===== src/rtl/load_store_unit_if.sv =====
// Data-memory request/response bus between the load/store unit and memory.
interface load_store_unit_if;
  logic        bus_req;
  logic        bus_we;
  logic [31:0] bus_addr;
  logic [31:0] bus_wdata;
  logic [3:0]  bus_be;
  logic        bus_ack;
  logic [31:0] bus_rdata;

  modport master (output bus_req, bus_we, bus_addr, bus_wdata, bus_be,
                  input  bus_ack, bus_rdata);
  modport slave  (input  bus_req, bus_we, bus_addr, bus_wdata, bus_be,
                  output bus_ack, bus_rdata);
endinterface


===== src/rtl/load_store_unit.sv =====
// Load/store unit: decodes a memory op, checks legality/alignment, runs one
// bus transaction with a wait-cycle timeout and extends load results.
module load_store_unit #(
  parameter int TIMEOUT = 255
) (
  input  logic        clk,
  input  logic        rst_n,
  input  logic        mem_read,
  input  logic        mem_write,
  input  logic [2:0]  funct3,
  input  logic [31:0] addr,
  input  logic [31:0] store_data,
  output logic        stall,
  output logic [31:0] load_data,
  output logic        fault,
  output logic [1:0]  fault_code,
  load_store_unit_if.master bus
);

  typedef enum logic [1:0] {IDLE, REQ, DONE, ERR} state_t;

  typedef struct packed {
    logic [2:0] f3;
    logic [1:0] alo;
  } req_t;

  state_t      state, nxt;
  req_t        rq;
  logic [7:0]  cnt;
  logic        op, illegal, misal, cnt_hit;
  logic [3:0]  be_n;
  logic [31:0] wd_n, lane, ld_ext;

  assign op      = mem_read | mem_write;
  assign illegal = (mem_read & mem_write)
                 | (mem_read & (funct3 == 3'b011 || funct3 == 3'b110 || funct3 == 3'b111))
                 | (mem_write & (funct3 >= 3'b011));
  // funct3[1:0] carries the width for both signed and unsigned loads
  assign misal   = ((funct3[1:0] == 2'b01) & addr[0])
                 | ((funct3[1:0] == 2'b10) & (addr[1:0] != 2'b00));
  assign cnt_hit = (cnt == 8'(TIMEOUT - 1));

  always_comb begin
    be_n = 4'b1111;
    wd_n = store_data;
    case (funct3[1:0])
      2'b00: begin be_n = 4'b0001 << addr[1:0]; wd_n = {4{store_data[7:0]}};  end
      2'b01: begin be_n = 4'b0011 << addr[1:0]; wd_n = {2{store_data[15:0]}}; end
      default: ;
    endcase
  end

  assign lane = bus.bus_rdata >> {rq.alo, 3'b000};
  always_comb begin
    ld_ext = bus.bus_rdata;
    case (rq.f3)
      3'b000: ld_ext = {{24{lane[7]}}, lane[7:0]};
      3'b001: ld_ext = {{16{lane[15]}}, lane[15:0]};
      3'b100: ld_ext = {24'd0, lane[7:0]};
      3'b101: ld_ext = {16'd0, lane[15:0]};
      default: ;
    endcase
  end

  always_ff @(posedge clk or negedge rst_n)
    if (!rst_n) state <= IDLE;
    else        state <= nxt;

  always_comb begin
    nxt = state;
    case (state)
      IDLE:    if (op) nxt = (illegal | misal) ? ERR : REQ;
      REQ:     if (bus.bus_ack) nxt = DONE;
               else if (cnt_hit) nxt = ERR;
      default: nxt = IDLE;
    endcase
  end

  always_comb begin
    stall       = 1'b0;
    bus.bus_req = 1'b0;
    fault       = 1'b0;
    case (state)
      IDLE:    stall = op;
      REQ:     begin stall = 1'b1; bus.bus_req = 1'b1; end
      ERR:     fault = 1'b1;
      default: ;
    endcase
  end

  // Bus outputs are latched at request launch and held until the access ends.
  always_ff @(posedge clk or negedge rst_n)
    if (!rst_n) begin
      bus.bus_addr  <= '0;
      bus.bus_we    <= 1'b0;
      bus.bus_be    <= '0;
      bus.bus_wdata <= '0;
      load_data     <= '0;
      fault_code    <= '0;
      cnt           <= '0;
      rq            <= '0;
    end else begin
      case (state)
        IDLE: if (op) begin
          if (illegal)    fault_code <= 2'b11;
          else if (misal) fault_code <= 2'b01;
          else begin
            bus.bus_addr  <= {addr[31:2], 2'b00};
            bus.bus_we    <= mem_write;
            bus.bus_be    <= be_n;
            bus.bus_wdata <= wd_n;
            rq            <= '{f3: funct3, alo: addr[1:0]};
            cnt           <= '0;
          end
        end
        REQ: if (bus.bus_ack) begin
          if (!bus.bus_we) load_data <= ld_ext;
        end else begin
          cnt <= cnt + 8'd1;
          if (cnt_hit) fault_code <= 2'b10;
        end
        default: ;
      endcase
    end

endmodule

===== src/flat_wrapper.sv =====
// flat-port wrapper written by rule: the top's interface ports become plain ports
module load_store_unit_flat 
#(
  parameter int TIMEOUT = 255
)
  (clk, rst_n, mem_read, mem_write, funct3, addr, store_data, stall, load_data, fault, fault_code, bus_bus_req, bus_bus_we, bus_bus_addr, bus_bus_wdata, bus_bus_be, bus_bus_ack, bus_bus_rdata);
  load_store_unit_if bus_i ();
  input  logic clk;
  input  logic rst_n;
  input  logic mem_read;
  input  logic mem_write;
  input  logic [2:0] funct3;
  input  logic [31:0] addr;
  input  logic [31:0] store_data;
  output logic stall;
  output logic [31:0] load_data;
  output logic fault;
  output logic [1:0] fault_code;
  output wire logic [$bits(bus_i.bus_req)-1:0] bus_bus_req;
  output wire logic [$bits(bus_i.bus_we)-1:0] bus_bus_we;
  output wire logic [$bits(bus_i.bus_addr)-1:0] bus_bus_addr;
  output wire logic [$bits(bus_i.bus_wdata)-1:0] bus_bus_wdata;
  output wire logic [$bits(bus_i.bus_be)-1:0] bus_bus_be;
  input wire logic [$bits(bus_i.bus_ack)-1:0] bus_bus_ack;
  input wire logic [$bits(bus_i.bus_rdata)-1:0] bus_bus_rdata;
  assign bus_bus_req = bus_i.bus_req;
  assign bus_bus_we = bus_i.bus_we;
  assign bus_bus_addr = bus_i.bus_addr;
  assign bus_bus_wdata = bus_i.bus_wdata;
  assign bus_bus_be = bus_i.bus_be;
  assign bus_i.bus_ack = bus_bus_ack;
  assign bus_i.bus_rdata = bus_bus_rdata;
  load_store_unit #(.TIMEOUT(TIMEOUT)) u_core (.clk(clk), .rst_n(rst_n), .mem_read(mem_read), .mem_write(mem_write), .funct3(funct3), .addr(addr), .store_data(store_data), .stall(stall), .load_data(load_data), .fault(fault), .fault_code(fault_code), .bus(bus_i));
endmodule

===== config.mk =====
export PLATFORM = sky130hd
export DESIGN_NAME = load_store_unit_flat
export DESIGN_NICKNAME = d
export VERILOG_FILES = /design/src/rtl/load_store_unit_if.sv /design/src/rtl/load_store_unit.sv /design/src/flat_wrapper.sv
export SDC_FILE = /design/constraint.sdc
export NUM_CORES = 1
export LEC_CHECK = 0
export ABC_AREA = 1
export BUFFER_PORTS_ARGS = -buffer_cell sky130_fd_sc_hd__buf_4
export CAP_MARGIN = 15
export CORE_MARGIN = 2
export CORE_UTILIZATION = 40
export DETAILED_ROUTE_END_ITERATION = 8
export HOLD_SLACK_MARGIN = 0.12
export PLACE_DENSITY = 0.69
export SLEW_MARGIN = 0
export SYNTH_ARGS = -nofsm -noshare
export SYNTH_HDL_FRONTEND = slang
export SYNTH_SLANG_ARGS = --single-unit

===== constraint.sdc =====
create_clock -name clk -period 1.55 [get_ports clk]
set_clock_uncertainty 0.15 [all_clocks]
set_input_delay 0 -clock clk [delete_from_list [all_inputs] [get_ports clk]]
set_output_delay 0 -clock clk [all_outputs]
set_load 0.005 [all_outputs]

==> out/metrics.cfg <==
[cts]
cts-root-buf=clkbuf_16
clk_pin_slew_worst_paths_ns=0.06
htree_levels=4
clock_sinks=116
cts_tree=yes
clk_latency_ns=0.42
cts_made_buffers=17
cts_buffer_depth=2

[layout]
drive_gt1_share_pct=42.3
fin_area_um2=10800
insertedDiodeCount=0
nets=1240
postLayoutCoreUtil_pct=74.8
area.growth.synth_to_final_pct=83.7

[placed_design]
place.port_buffers=207
dpl_cell_area_um2=7760
hpwlAfterDp_um=12200
globalplace.congestion=0.856

[job]
drv_cap=0

[logic_synthesis]
netlist.top_cell.by_area=dfrtp_1
yosys_warnings=0
yosys-top-cells-count=206 x nand2_1, 116 x dfrtp_1, 80 x inv_1
ys_ff_latch=116
synth_compound_area_share_pct=14.5
synth_fa_ha_area_share_pct=0.426
synth_top_family_by_area=simple AND/OR/NAND/NOR gates
ys_seq_area_share_pct=49.4
synth-edff-count=0
yosys.area_share.xor_xnor_pct=0.448
postSynthAreaPerCell_um2=7.74
yosys.area.top_type_share_pct=49.4
yosysMostFrequentCell=nand2_1
synth_async_sr_flop_share_pct=100
synthTopCellsByArea=dfrtp_1 49%, nand2_1 13%, nand3_1 5.5%
synthesis.area_um2=5870
synth_cell_types=34
muxShareOfSynthArea_pct=0
synthCells=758
synth-simple-area-share_pct=25.4
synth-main-ff-cell=dfrtp_1

[timing]
rsz0062_at_grt=true
fin_crit_sh_pct=111
fin_crit_ns=1.72
hold_viol_final=0
slew_viol_final=0
fin_ws_ns=-0.171
setup_viol=57
fin_hold_ws_ns=0.135
fmax_ghz=0.581

[setup_path]
max_stage_delay_ns=0.55
crit_slowest_cell=dlygate4sd3_1
critPathRequiredTime_ns=1.71
crit_path_start_kind=input pin
path_cells=dlygate4sd3_1 > buf_4 > inv_1 > nand2_1 > nand3_2 > and2_4 > nand3_4 > buf_12 > clkbuf_16 > o21ai_1
rrSetupSlack_ns=-0.16
end_kind=register
arrival_ns=1.88
cp_max_fo=12
criticalPathCategory=input pin to register

[drt]
drt-wirelength-per-cell_um=18.8
wl_um=25000
dr.pass1.iters=5
vias_per_cell=5.32
vias=7080
antenna_left=0
remaining_drc_errors=0
first_iter_violations=596

[global_routing]
grt_usage_pct=25.6
antenna_found_initial=0
first_global_vias=6666
grt_max_degree=63
grt_pass1_wl_um=32500
grt_overflow=0

[power_and_ir_drop]
p_switching_w=0.00727
swShare_pct=38.2
fin_total_pwr_w=0.0190
pwr-share-comb_pct=49.1
cellInternalPower_w=0.0118
pwr_density_cell_nw_per_um2=1760
cellLeakagePower_nw=5.43
p_seq_share_pct=30.1
ir_drop_uv=1000
pwr-share-clk_pct=20.7

[die]
coreArea_um2=14400
row_count=44
ios=210
start_util_pct=40.7
die_y_um=125
die-area_um2=15700
die_w_um=125

[outcome]
status=finished, violations left
violations=negative setup slack

[min_path]
hp-class=input pin to register

worst paths after layout:
kind                                           start                 endpoint  cells past startpoint
worst max register to register       u_core.state[1]  u_core.bus.bus_addr[27]                      7
min in group asynchronous                      rst_n  u_core.bus.bus_wdata[3]                      3
max in group asynchronous                      rst_n            u_core.cnt[2]                      4
worst max-delay path                       mem_write  u_core.bus.bus_addr[27]                     10
worst min register to register  u_core.fault_code[0]     u_core.fault_code[0]                      2
worst min-delay path                       funct3[0]     u_core.fault_code[0]                      7
registers in the layout (all words and copies together), names as in the netlist:
register              cells
u_core.fault_code         2
u_core.bus.bus_addr      30
u_core.state              2
u_core.load_data         32
u_core.rq                 5
u_core.cnt                8
u_core.bus.bus_be         4
u_core.bus.bus_we         1
u_core.bus.bus_wdata     32
worst max-delay path: cells and delay by family:
kind	cells	cell delay, ns
AO/OA/AOI/OAI	1	0.24
buffers and inverters	5	1.13
AND/OR/NAND/NOR	4	0.49
per-stage QoR:
| stage | setup TNS, ns | std cells | setup WS, ns |
|---|---|---|---|
| detailed placement | -0.711 | 1140 | -0.0809 |
| global route | -6.65 | 1331 | -0.187 |
| global placement | -0.680 | 1140 | -0.130 |
| finish | -2.13 | 1331 | -0.171 |
| floorplan | 0 | 759 | 0.0528 |
| CTS | -0.00259 | 1300 | -0.00259 |
logic make-up after synthesis:
group | Yosys count
AO/OA/AOI/OAI | 164
XOR/XNOR | 3
adder cells (fa/ha/maj) | 2
buffers and inverters | 129
flip-flops | 116
other | 1
AND/OR/NAND/NOR | 343
layout make-up:
cell class | count | area, um^2
repair buffers | 399 | 3740
fillers | 911 | 3640
multi-input cells | 514 | 2990
flip-flops and latches | 116 | 2910
clock buffers | 20 | 457
inverters | 86 | 330
well taps | 184 | 230
clock inverters | 12 | 130
cells in the final DEF (no fill, tap or decap), types with 4 or more instances in the layout:
cell type,instances
nor2_2,7
buf_6,10
nand2_2,41
inv_1,75
o211ai_1,7
dfrtp_1,112
clkbuf_16,30
nand3_1,55
or2_2,22
nor2_1,27
nand2_4,29
a21oi_1,47
o21ai_2,45
dlygate4sd3_1,127
nand2_1,140
o21ai_1,38
buf_12,9
dfrtp_2,4
o21ai_0,18
clkinvlp_4,5
inv_2,7
nand3_2,10
a21oi_2,6
nor2_4,5
buf_4,235
power by group through the flow:
stage | logic [W] | clock network [W] | registers [W]
3_3_place_gp | 0.00670 | 0 | 0.00531
3_5_place_dp | 0.00682 | 0 | 0.00532
5_1_grt | 0.0100 | 0.00409 | 0.00588
2_1_floorplan | 0.00326 | 0 | 0.00528
4_1_cts | 0.00714 | 0.00394 | 0.00533
6_report | 0.00934 | 0.00395 | 0.00574
per-layer routing:
layer  vias to the layer above  wire, um  global-route usage (%)
met3                       102      2200                    7.62
li1                       3191         -                       -
met5                         -         0                       0
met4                         0      1060                    9.35
met2                       429     12300                    43.5
met1                      3358      9490                    30.8
timing repair:
item | 4_1_cts | 5_1_grt
resized for setup | 8 | 211
hold endpoints to repair | 232 | 7
cloned | 0 | 20
setup buffers | 0 | 12
pin swaps | 1 | 18
endpoints found under the setup margin | 28 | 216
hold buffers | 128 | 1
Power figures use the tool's default switching activity.
